--- src/rtl/aes_stream_ctrl.sv ---
`default_nettype none
// ============================================================================
//  Module   : aes_stream_ctrl
//  Function : Host-side sequencer for a byte-serial AES-128 core. Loads a
//             key once and plaintext blocks over valid/ready, drives the
//             core's cmd/din byte protocol and assembles the 16 serial
//             ciphertext bytes into a 128-bit word with valid/ready output.
//  Revision : 1.0  initial release
// ============================================================================
module aes_stream_ctrl #(
   parameter int OK_TIMEOUT = 64
) (
   input  logic         clk,
   input  logic         rst_,
   input  logic [127:0] key_in,
   input  logic         key_valid,
   output logic         key_ready,
   input  logic [127:0] pt_in,
   input  logic         pt_valid,
   output logic         pt_ready,
   output logic [127:0] ct_out,
   output logic         ct_valid,
   input  logic         ct_ready,
   output logic         busy,
   output logic         err,
   output logic [1:0]   core_cmd,
   output logic [7:0]   core_din,
   input  logic         core_ready,
   input  logic         core_ok,
   input  logic [7:0]   core_dout
);

   localparam int TW = $clog2(OK_TIMEOUT + 1);

   localparam logic [1:0] CMD_IDLE  = 2'b00;
   localparam logic [1:0] CMD_START = 2'b01;
   localparam logic [1:0] CMD_KEY   = 2'b10;
   localparam logic [1:0] CMD_PT    = 2'b11;

   typedef enum logic [3:0] {
      IDLE    = 4'd0,
      KCMD    = 4'd1,
      KSEND   = 4'd2,
      PCMD    = 4'd3,
      PSEND   = 4'd4,
      SETTLE  = 4'd5,
      SCMD    = 4'd6,
      WAIT_OK = 4'd7,
      SKIP    = 4'd8,
      CAPT    = 4'd9,
      OUT     = 4'd10
   } state_t;

   state_t        state_q;
   logic [127:0]  sreg_q;
   logic [127:0]  ct_q;
   logic [3:0]    cnt_q;
   logic [TW-1:0] tmo_q;
   logic          key_loaded_q;
   logic          from_key_q;
   logic          err_q;
   logic          ct_valid_q;
   logic          key_ready_q;
   logic          pt_ready_q;
   logic [1:0]    cmd_q;
   logic [7:0]    din_q;

   logic          can_cmd;

   // A command may only be launched while the core is idle and not emitting
   assign can_cmd = core_ready && !core_ok;

   // Main sequencer: state, datapath registers and all registered outputs
   always_ff @(posedge clk or negedge rst_) begin
      if (!rst_) begin
         state_q      <= IDLE;
         sreg_q       <= '0;
         ct_q         <= '0;
         cnt_q        <= '0;
         tmo_q        <= '0;
         key_loaded_q <= 1'b0;
         from_key_q   <= 1'b0;
         err_q        <= 1'b0;
         ct_valid_q   <= 1'b0;
         key_ready_q  <= 1'b0;
         pt_ready_q   <= 1'b0;
         cmd_q        <= CMD_IDLE;
         din_q        <= 8'h00;
      end else begin
         // Commands and data bytes are single-cycle pulses; ready flags are
         // re-armed only on paths that land in IDLE.
         cmd_q       <= CMD_IDLE;
         din_q       <= 8'h00;
         key_ready_q <= 1'b0;
         pt_ready_q  <= 1'b0;
         case (state_q)
            IDLE: begin
               if (key_valid && key_ready_q) begin
                  sreg_q     <= key_in;
                  from_key_q <= 1'b1;
                  state_q    <= KCMD;
               end else if (pt_valid && pt_ready_q) begin
                  sreg_q     <= pt_in;
                  from_key_q <= 1'b0;
                  state_q    <= PCMD;
               end else begin
                  key_ready_q <= !key_loaded_q;
                  pt_ready_q  <= key_loaded_q && !ct_valid_q;
               end
            end
            KCMD: begin
               if (can_cmd) begin
                  cmd_q   <= CMD_KEY;
                  cnt_q   <= 4'd0;
                  state_q <= KSEND;
               end
            end
            PCMD: begin
               if (can_cmd) begin
                  cmd_q   <= CMD_PT;
                  cnt_q   <= 4'd0;
                  state_q <= PSEND;
               end
            end
            KSEND, PSEND: begin
               // Byte 0 first; each byte lands on core_din one cycle later
               din_q  <= sreg_q[7:0];
               sreg_q <= {8'h00, sreg_q[127:8]};
               if (cnt_q == 4'd15) begin
                  state_q <= SETTLE;
               end else begin
                  cnt_q <= cnt_q + 4'd1;
               end
            end
            SETTLE: begin
               if (core_ready) begin
                  if (from_key_q) begin
                     key_loaded_q <= 1'b1;
                     pt_ready_q   <= 1'b1;
                     state_q      <= IDLE;
                  end else begin
                     state_q <= SCMD;
                  end
               end
            end
            SCMD: begin
               if (can_cmd) begin
                  cmd_q   <= CMD_START;
                  tmo_q   <= '0;
                  state_q <= WAIT_OK;
               end
            end
            WAIT_OK: begin
               // The ok cycle detected here is the unstable one and is dropped
               if (core_ok) begin
                  state_q <= SKIP;
               end else if (tmo_q >= TW'(OK_TIMEOUT - 1)) begin
                  err_q      <= 1'b1;
                  pt_ready_q <= key_loaded_q;
                  state_q    <= IDLE;
               end else if (tmo_q != '1) begin
                  tmo_q <= tmo_q + TW'(1);
               end
            end
            SKIP: begin
               // First cycle after the discarded ok cycle: byte 0 is stable
               if (!core_ok) begin
                  err_q      <= 1'b1;
                  pt_ready_q <= key_loaded_q;
                  state_q    <= IDLE;
               end else begin
                  ct_q    <= {core_dout, ct_q[127:8]};
                  cnt_q   <= 4'd1;
                  state_q <= CAPT;
               end
            end
            CAPT: begin
               if (!core_ok) begin
                  err_q      <= 1'b1;
                  pt_ready_q <= key_loaded_q;
                  state_q    <= IDLE;
               end else begin
                  ct_q <= {core_dout, ct_q[127:8]};
                  if (cnt_q == 4'd15) begin
                     ct_valid_q <= 1'b1;
                     state_q    <= OUT;
                  end else begin
                     cnt_q <= cnt_q + 4'd1;
                  end
               end
            end
            OUT: begin
               if (ct_ready) begin
                  ct_valid_q <= 1'b0;
                  pt_ready_q <= 1'b1;
                  state_q    <= IDLE;
               end
            end
            default: begin
               state_q <= IDLE;
            end
         endcase
      end
   end

   assign key_ready = key_ready_q;
   assign pt_ready  = pt_ready_q;
   assign ct_out    = ct_q;
   assign ct_valid  = ct_valid_q;
   assign busy      = (state_q != IDLE);
   assign err       = err_q;
   assign core_cmd  = cmd_q;
   assign core_din  = din_q;

endmodule
`default_nettype wire

--- config.mk ---
export PLATFORM = sky130hd
export DESIGN_NAME = aes_stream_ctrl
export DESIGN_NICKNAME = d
export VERILOG_FILES = /design/src/rtl/aes_stream_ctrl.sv
export SDC_FILE = /design/constraint.sdc
export NUM_CORES = 1
export LEC_CHECK = 0
export CORE_ASPECT_RATIO = 0.75
export CORE_MARGIN = 3
export CORE_UTILIZATION = 44
export CTS_CLUSTER_DIAMETER = 100
export CTS_CLUSTER_SIZE = 20
export DETAILED_ROUTE_END_ITERATION = 10
export PLACE_DENSITY = 0.76
export SETUP_SLACK_MARGIN = 0.02
export SYNTH_ARGS = -nofsm -noshare
export SYNTH_HDL_FRONTEND = slang
export SYNTH_SLANG_ARGS = --single-unit
--- constraint.sdc ---
create_clock -name clk -period 5 [get_ports clk]
set_clock_uncertainty 0.1 [all_clocks]
set_input_delay 1 -clock clk [delete_from_list [all_inputs] [get_ports clk]]
set_output_delay 1 -clock clk [all_outputs]
set_load 0.1 [all_outputs]
==> key figures, run 1 <==
Run status
  • Status: completed

Floorplan
  • Die area: 0.0328 mm²
  • Num ports: 414
  • Die height: 158 µm
  • Initial core utilization: 0.455
  • Die outline width: 208 µm
  • CORE AREA: 0.0297 mm²
  • FP Rows: 54

CTS
  • Clk sinks: 287
  • Clock Path Buffers: 3
  • Post-CTS Setup Inserts: 0
  • Worst-skew pair later-pin latency: 500 ps
  • Root buf cell: clkbuf_16
  • CTS Buf Count: 18
  • CTS resizes: 0
  • Post-CTS Hold Fix Bufs: 0
  • CTS tree: yes
  • H-tree levels: 1
  • Clk slew on worst S/H paths: 90 ps

Final layout
  • Multi-input logic area: 0.00580 mm²
  • Share of layout cells above drive strength 1: 0.105
  • Commonest non-fill, non-tap cells in the layout: 411 x clkdlybuf4s50_1, 286 x dfrtp_1, 256 x nand2_1
  • Register area: 0.00719 mm²
  • Area Growth Syn to Fin: 35.7%
  • # nets final: 2,004
  • Antenna cells: 0
  • Fillers: 2,452
  • Commonest non-fill, non-tap cell in the layout: clkdlybuf4s50_1
  • Post-layout util: 0.617
  • Non-Filler Instances: 2,124
  • Final instance area: 0.0183 mm²

Placed design
  • I/O Buffers: 413
  • GPL Wtd Cong: 0.862
  • Post-DP HPWL: 28,300 µm
  • Placed cell area: 0.0178 mm²
  • Post-placement cell count: 2,103

Power
  • Int Power: 0.00522 W
  • Power per cell area: 527 mW/mm²
  • Overall power: 0.00965 W
  • Clock network fraction of total power: 0.148
  • Combinational share of power: 0.492
  • NetSw: 0.00443 W
  • IR drop worst, VDD: 0.000335 V
  • Net Sw Frac: 0.459
  • Reg power frac: 0.360
  • P_leak: 8.06 nW

Logic synthesis
  • Netlist cell types: 56
  • Yosys warns: 0
  • Main flop type after synthesis: dfrtp_1
  • Yosys reg bits: 287
  • Post-synthesis cell type with the largest combined area: dfrtp_1
  • Post-Syn Nets: 1,677
  • Dominant cells by area after synthesis: dfrtp_1 53%, mux2_2 11%, a21oi_1 9.1%
  • Register area share after synthesis: 0.532
  • Post-synthesis instance area: 0.0135 mm²
  • EDFF count, synth: 0
  • Top cell type's share of synthesized area: 0.532
  • Post-synth ARST share: 1.00
  • Average size of a mapped cell: 9.61 µm²
  • Cells after synthesis: 1,404

Route
  • Routed Antenna Nets: 0
  • Initial DRC count: 884
  • Via density: 5.39
  • WL/cell: 18.0 µm
  • DRC: 0
  • DR vias: 11,400
  • Drt first pass iters: 5
  • Routed WL: 38,200 µm

Timing
  • Setup TNS: 0 ps
  • Rel. slew slack: 0.276
  • FMAX: 258 MHz
  • Max Slew Vio Count: 0
  • Tcrit/Tclk final: 0.774
  • Crit path time final: 3870 ps
  • Final setup viols: 0
  • Fin. Hold Viols: 0
  • RSZ-0062 raised after global routing: no
  • Worst-margin pin slew: 1080 ps

Job
  • Max-cap violations: 0

Hold path
  • Min-delay worst type: reg -> reg

GRT
  • GRT Overall Usage: 0.221
  • First-pass GRT wire length: 59,000 µm
  • Largest net degree at the start of global routing: 129
  • Antenna violations before repair: 0
  • Grt total ovfl: 0
  • Vias in the first global route: 10,900

Worst setup path
  • Crit path max fanout: 21
  • Element type at the critical path end: primary output
  • CP Launch Point: state_q[2]
  • Reg-to-Reg End: sreg_q[61]
  • Worst EP required: 3900 ps
  • Worst reg2reg path depth: 6
  • CP Class: reg -> out
  • CP arrival: 2770 ps
  • Startpoint types: register
  • Setup slack, reg-to-reg: 2010 ps
  • Crit Reg-Reg Startpoint: state_q[2]
  • Crit path capture: busy
routing by layer:
metal | GRT usage | vias up | wire [µm] | share of wire
li1 | - | 5554 | - | -
met3 | 0.0281 | 32 | 1870 | 0.049
met4 | 0.0308 | 0 | 483 | 0.013
met2 | 0.383 | 358 | 19100 | 0.50
met5 | 0 | - | 0 | 0
met1 | 0.309 | 5504 | 16800 | 0.44
cell usage after synthesis (all sizes together) (4+ instances only):
library cell	count
o21ai	131
a21oi	246
and3	9
o31ai	10
nand2b	5
buf	47
a21o	5
clkbuf	74
nand2	257
dfrtp	287
xnor2	4
nand3	126
nor2	14
mux2i	10
mux2	130
cell families (layout without fill, tap and decap cells):
kind of cell / Yosys count / count (layout) / share of synthesized area
xor+xnor: 5 / 5 / 0.00380
fa+ha+maj: 3 / 3 / 0.00269
mux: 140 / 140 / 0.116
buf+inv: 122 / 450 / 0.0394
flops: 287 / 287 / 0.532
simple gates: 434 / 434 / 0.143
compound gates: 413 / 413 / 0.163
power groups by stage:
| stage | clock (W) | combinational, W | sequential [W] |
|---|---|---|---|
| after detailed placement | 0 | 0.00479 | 0.00351 |
| after floorplan | 0 | 0.00290 | 0.00406 |
| after CTS | 0.00147 | 0.00479 | 0.00347 |
| after global placement | 0 | 0.00469 | 0.00349 |
| after global routing | 0.00155 | 0.00527 | 0.00356 |
| final | 0.00143 | 0.00475 | 0.00348 |
final cells by class:
class / instances / area share
Sequential cell: 287 / 0.393
Multi-Input combinational cell: 995 / 0.317
Timing Repair Buffer: 428 / 0.236
Tap cell: 392 / 0.0268
Clock buffer: 20 / 0.0262
Clock inverter: 1 / 0.000889
Inverter: 1 / 0.000205
metrics by stage:
stage / hold WS [ps] / setup WS [ps]
floorplan: 320 / 2600
global placement: 332 / 1520
detailed placement: 349 / 1420
CTS: 367 / 1120
global route: 401 / 950
finish: 368 / 1130
flip-flops by register name, summed over array words and instances, names as in the netlist:
register      count
core_cmd          2
err               1
sreg_q          128
state_q           4
key_ready         1
cnt_q             4
core_din          8
tmo_q             7
pt_ready          1
ct_out          128
key_loaded_q      1
ct_valid          1
from_key_q        1
worst max-delay path, cell delays in order (launching register included):
cell and delay [ps]:
dfrtp_1 800, nor2_1 190, nand2_1 160, clkdlybuf4s50_1 1150
how the worst min path moves through the flow:
stage / from / endpoint / cells after the start
floorplan: key_loaded_q / key_ready / 1
global placement: key_loaded_q / key_ready / 1
detailed placement: key_loaded_q / key_ready / 1
CTS: key_loaded_q / key_ready / 1
global route: sreg_q[71] / sreg_q[71] / 2
finish: key_loaded_q / key_ready / 1
(Power assumes the default switching activity.)
==> run 2, diff against run 1 <==
==> constraint.sdc (replaced) <==
create_clock -name clk -period 4.1 [get_ports clk]
set_clock_uncertainty 0.1 [all_clocks]
set_input_delay 0.82 -clock clk [delete_from_list [all_inputs] [get_ports clk]]
set_output_delay 0.82 -clock clk [all_outputs]
set_load 0.1 [all_outputs]
==> run 2 against run 1 <==
  * Design area up 0.45%
  * Die area unchanged
  * Utilization increased by 0.28 points
  * Clock power up 22%
  * Sequential cell count is the same
  * Via count is 0.58% higher
  * First-iteration DRC count decreased by 3.2%
  * Critical endpoint is now key_ready
==> key figures, run 2 (synthesized netlist as in run 1, its figures left out) <==
Power
  • Power per cell area: 645 mW/mm²
  • IR drop worst, VDD: 0.000426 V
  • P_leak: 8.10 nW

Timing
  • FMAX: 296 MHz
  • Crit path time final: 3380 ps
  • Tcrit/Tclk final: 0.825
  • Final hold slack: 267 ps
  • Final setup viols: 0
  • Max Slew Vio Count: 0
  • Worst-margin pin slew: 1080 ps
  • Rel. slew slack: 0.276
  • Fin. Hold Viols: 0
  • RSZ-0062 raised after global routing: no
  • Setup TNS: 0 ps

Floorplan
  • CORE AREA: 0.0297 mm²
  • FP Rows: 54
  • Initial core utilization: 0.455
  • Die height: 158 µm
  • Num ports: 414
  • Die outline width: 208 µm
  • Die area: 0.0328 mm²

Worst setup path
  • Setup slack, reg-to-reg: 1150 ps
  • CP arrival: 2460 ps
  • CP Class: reg -> out
  • CP bufs+invs: 1
  • Reg-to-Reg End: sreg_q[93]
  • Element type at the critical path end: primary output
  • Crit-path max cell delay: 1230 ps
  • Crit path max fanout: 39
  • Crit Reg-Reg Startpoint: state_q[2]
  • Startpoint types: register
  • Worst EP required: 3180 ps
  • Worst reg2reg path depth: 6
  • CP top delay family: buffers and inverters
  • Crit-path cells: clkdlybuf4s50_1
  • Worst path slowest cell: clkdlybuf4s50_1

Hold path
  • Min-delay worst type: in -> async

Route
  • Drt first pass iters: 5
  • DR vias: 11,500
  • WL/cell: 18.3 µm
  • Via density: 5.41
  • Routed WL: 38,900 µm
  • DRC: 0
  • Initial DRC count: 856
  • Routed Antenna Nets: 0

Run status
  • Status: completed

CTS
  • Clock Path Buffers: 3
  • CTS resizes: 0
  • H-tree levels: 1
  • Worst-skew pair later-pin latency: 500 ps
  • Clk sinks: 287
  • Clk slew on worst S/H paths: 90 ps
  • Post-CTS Setup Inserts: 0
  • CTS tree: yes
  • Post-CTS Hold Fix Bufs: 0
  • CTS Buf Count: 18
  • Root buf cell: clkbuf_16

Final layout
  • Share of layout cells above drive strength 1: 0.108
  • Fillers: 2,434
  • Commonest non-fill, non-tap cells in the layout: 410 x clkdlybuf4s50_1, 286 x dfrtp_1, 256 x nand2_1
  • # nets final: 2,008
  • Area Growth Syn to Fin: 36.3%
  • Commonest non-fill, non-tap cell in the layout: clkdlybuf4s50_1

GRT
  • First-pass GRT wire length: 59,900 µm
  • Antenna violations before repair: 0
  • GRT Overall Usage: 0.226
  • Grt total ovfl: 0
  • Vias in the first global route: 10,900
  • Largest net degree at the start of global routing: 122

Placed design
  • GPL Wtd Cong: 0.802
  • I/O Buffers: 413
  • Post-DP HPWL: 28,700 µm

Job
  • Max-cap violations: 0
run 2: cell count changes in the layout (fill, tap and decap cells not counted), sizes merged:
| cell | before | now |
|---|---|---|
| buf | 17 | 22 |
| diode | 0 | 2 |
| clkdlybuf4s50 | 411 | 410 |
run 2: per-stage QoR:
step,worst slack [ps],std cells,total power [W],cell area [µm²],util
after floorplan,1700,1404,0.00849,13500,-
after global placement,922,2107,0.0100,17900,0.603
after detailed placement,889,2107,0.0102,17900,0.603
after CTS,683,2128,0.0119,18400,0.620
after global routing,644,2128,0.0128,18400,0.620
final,718,2130,0.0119,18400,0.620
run 2: how the worst max path moves through the flow:
stage / start / to / slack (ps) / cells after the start
2_1_floorplan: key_ready / sreg_q[125] / 1700 / 7
3_3_place_gp: core_ok / ct_out[4] / 920 / 4
3_5_place_dp: core_ok / ct_out[21] / 890 / 4
4_1_cts: key_ready / key_ready / 680 / 1
5_1_grt: key_ready / key_ready / 640 / 1
6_report: key_ready / key_ready / 720 / 1
run 2: area by class of cell:
class | instances | area (µm²) | share of cell area
Timing Repair Buffer | 432 | 4400 | 0.239
Inverter | 1 | 3.75 | 0.000204
Clock buffer | 20 | 479 | 0.0261
Multi-Input combinational cell | 995 | 5800 | 0.316
Tap cell | 392 | 490 | 0.0267
Clock inverter | 1 | 16.3 | 0.000885
Antenna cell | 2 | 5.00 | 0.000272
Sequential cell | 287 | 7190 | 0.391
run 2: power breakdown:
| part | leakage (nW) | total, W | switching, W | internal, W |
|---|---|---|---|---|
| combinational | 4.06 | 0.00588 | 0.00396 | 0.00193 |
| clock | 0.242 | 0.00174 | 0.000899 | 0.000836 |
| sequential | 3.80 | 0.00424 | 0.000592 | 0.00365 |
run 2: metal layers:
layer / GRT usage / vias up / wire length (µm)
li1: - / 5569 / -
met1: 0.307 / 5508 / 16900
met2: 0.385 / 394 / 18900
met3: 0.0416 / 43 / 2400
met4: 0.0484 / 0 / 721
met5: 0 / - / 0
==> run 3, diff against run 2 <==
--- a/config.mk
+++ b/config.mk
@@ -7,11 +7,11 @@
 export LEC_CHECK = 0
 export CORE_ASPECT_RATIO = 0.75
 export CORE_MARGIN = 3
-export CORE_UTILIZATION = 44
+export CORE_UTILIZATION = 43
 export CTS_CLUSTER_DIAMETER = 100
 export CTS_CLUSTER_SIZE = 20
 export DETAILED_ROUTE_END_ITERATION = 10
-export PLACE_DENSITY = 0.76
+export PLACE_DENSITY = 0.77
 export SETUP_SLACK_MARGIN = 0.02
 export SYNTH_ARGS = -nofsm -noshare
 export SYNTH_HDL_FRONTEND = slang
==> constraint.sdc (replaced) <==
create_clock -name clk -period 3.1 [get_ports clk]
set_clock_uncertainty 0.1 [all_clocks]
set_input_delay 0.62 -clock clk [delete_from_list [all_inputs] [get_ports clk]]
set_output_delay 0.62 -clock clk [all_outputs]
set_load 0.1 [all_outputs]
==> run 3 against run 2 <==
  * Design area fell by 1.5%
  * Critical endpoint is now busy
  * Critical path type unchanged
  * Sequential share of layout area is 0.58 points higher
  * Count of clock-buffer cells in the layout down 1
  * Largest power group unchanged
==> key figures, run 3 (synthesized netlist as in run 1, its figures left out) <==
Floorplan
  • Initial core utilization: 0.442
  • Die area: 0.0336 mm²
  • Die height: 159 µm
  • CORE AREA: 0.0306 mm²
  • FP Rows: 55
  • Die outline width: 211 µm
  • Num ports: 414

Final layout
  • Commonest non-fill, non-tap cells in the layout: 286 x dfrtp_1, 268 x clkdlybuf4s50_1, 256 x nand2_1
  • # nets final: 2,019
  • Area Growth Syn to Fin: 34.3%
  • Final instance area: 0.0181 mm²
  • Antenna cells: 0
  • Share of layout cells above drive strength 1: 0.194
  • Commonest non-fill, non-tap cell in the layout: dfrtp_1
  • Fillers: 2,574

Route
  • Routed WL: 39,300 µm
  • Routed Antenna Nets: 0
  • DR vias: 11,600
  • DRC: 0
  • Initial DRC count: 877
  • WL/cell: 18.3 µm
  • Drt first pass iters: 6
  • Via density: 5.38

Timing
  • Rel. slew slack: 0.514
  • RSZ-0062 raised after global routing: no
  • Worst-margin pin slew: 728 ps
  • Setup TNS: 0 ps
  • Tcrit/Tclk final: 0.862
  • Fin. Hold Viols: 0
  • Final setup viols: 0
  • FMAX: 374 MHz
  • Crit path time final: 2670 ps
  • Max Slew Vio Count: 0
  • Worst setup margin: 428 ps

CTS
  • Post-CTS Hold Fix Bufs: 1
  • CTS resizes: 0
  • H-tree levels: 1
  • Clk slew on worst S/H paths: 90 ps
  • CTS tree: yes
  • Root buf cell: clkbuf_16
  • Clock Path Buffers: 3
  • Clk sinks: 287
  • CTS Buf Count: 18
  • Worst-skew pair later-pin latency: 500 ps
  • Post-CTS Setup Inserts: 0

Worst setup path
  • Setup slack, reg-to-reg: 660 ps
  • Reg-to-Reg End: sreg_q[65]
  • CP arrival: 1950 ps
  • Worst reg2reg path depth: 5
  • Worst path slowest cell: dfrtp_1
  • Worst EP required: 2380 ps
  • CP Class: reg -> out
  • Crit-path max cell delay: 820 ps
  • Crit Reg-Reg Startpoint: state_q[2]
  • Startpoint types: register
  • Crit-path cells: nor2_1, nand2_1, buf_4
  • Element type at the critical path end: primary output
  • Crit path max fanout: 21

GRT
  • Antenna violations before repair: 1
  • First-pass GRT wire length: 61,600 µm
  • GRT Overall Usage: 0.224
  • Grt met1 use: 0.315
  • Busiest grt layer: met2
  • Grt total ovfl: 0
  • Largest net degree at the start of global routing: 129
  • Met2 Usage GRT: 0.379
  • Vias in the first global route: 11,100
  • M3 GR Usage: 0.0378

Placed design
  • Post-DP HPWL: 29,400 µm
  • GPL Wtd Cong: 0.880
  • Placed cell area: 0.0176 mm²
  • Setup WS pre-CTS: 456 ps
  • I/O Buffers: 413

Hold path
  • Hold wc startpoint: key_loaded_q
  • Worst Hold End: key_ready
  • Hold path depth: 1
  • Min-delay worst type: reg -> reg

Power
  • Power per cell area: 866 mW/mm²
  • IR drop worst, VDD: 0.000746 V
  • P_leak: 8.44 nW

Run status
  • Status: completed

Job
  • Max-cap violations: 0
## run 3: changes by cell type in the layout (fill, tap and decap cells not counted)
cell | previous run | this run
clkbuf_1 | 1 | 0
buf_4 | 11 | 163
clkdlybuf4s50_1 | 410 | 268
diode_2 | 2 | 0
dlygate4sd3_1 | 0 | 1
## run 3: worst max path at each step
| stage | from | to | slack (ps) | cells past startpoint |
|---|---|---|---|---|
| after floorplan | key_ready | sreg_q[125] | 700 | 7 |
| after global placement | core_ok | cnt_q[3] | 500 | 7 |
| final | state_q[2] | busy | 430 | 3 |
| after global routing | state_q[2] | busy | 290 | 3 |
| after detailed placement | core_ok | tmo_q[5] | 460 | 7 |
| after CTS | state_q[2] | busy | 430 | 3 |
## run 3: critical path: cells and delay by family, from the launching register on
family                 cells  cell delay (ps)
buffers and inverters      1              300
and+or+nand+nor            2              330
DFF                        1              820
## run 3: area by class of cell
type                            count  area [µm²]  area share
Clock inverter                      1        16.3    0.000898
Sequential cell                   287        7190       0.397
Inverter                            1        3.75    0.000207
Multi-Input combinational cell    995        5800       0.320
Clock buffer                       19         475      0.0262
Timing Repair Buffer              443        4130       0.228
Tap cell                          399         499      0.0276
## run 3: where the power goes
group,leakage [nW],switching (W),internal (W)
Clock,0.241,0.00121,0.00110
Combinational,4.40,0.00524,0.00254
Sequential,3.80,0.000770,0.00482
Total,8.44,0.00722,0.00846
## run 3: routing by layer
| layer | up-vias | wire [µm] |
|---|---|---|
| met2 | 373 | 19100 |
| met1 | 5549 | 17300 |
| met5 | - | 13 |
| met3 | 32 | 2410 |
| li1 | 5594 | - |
| met4 | 2 | 425 |
## run 3: metrics by stage
| stage | hold slack [ps] | instances | util | total power [W] |
|---|---|---|---|---|
| floorplan | 224 | 1404 | - | 0.0112 |
| global placement | 336 | 2124 | 0.576 | 0.0133 |
| detailed placement | 339 | 2124 | 0.576 | 0.0135 |
| CTS | 380 | 2145 | 0.593 | 0.0158 |
| global route | 402 | 2145 | 0.593 | 0.0169 |
| finish | 381 | 2145 | 0.593 | 0.0157 |
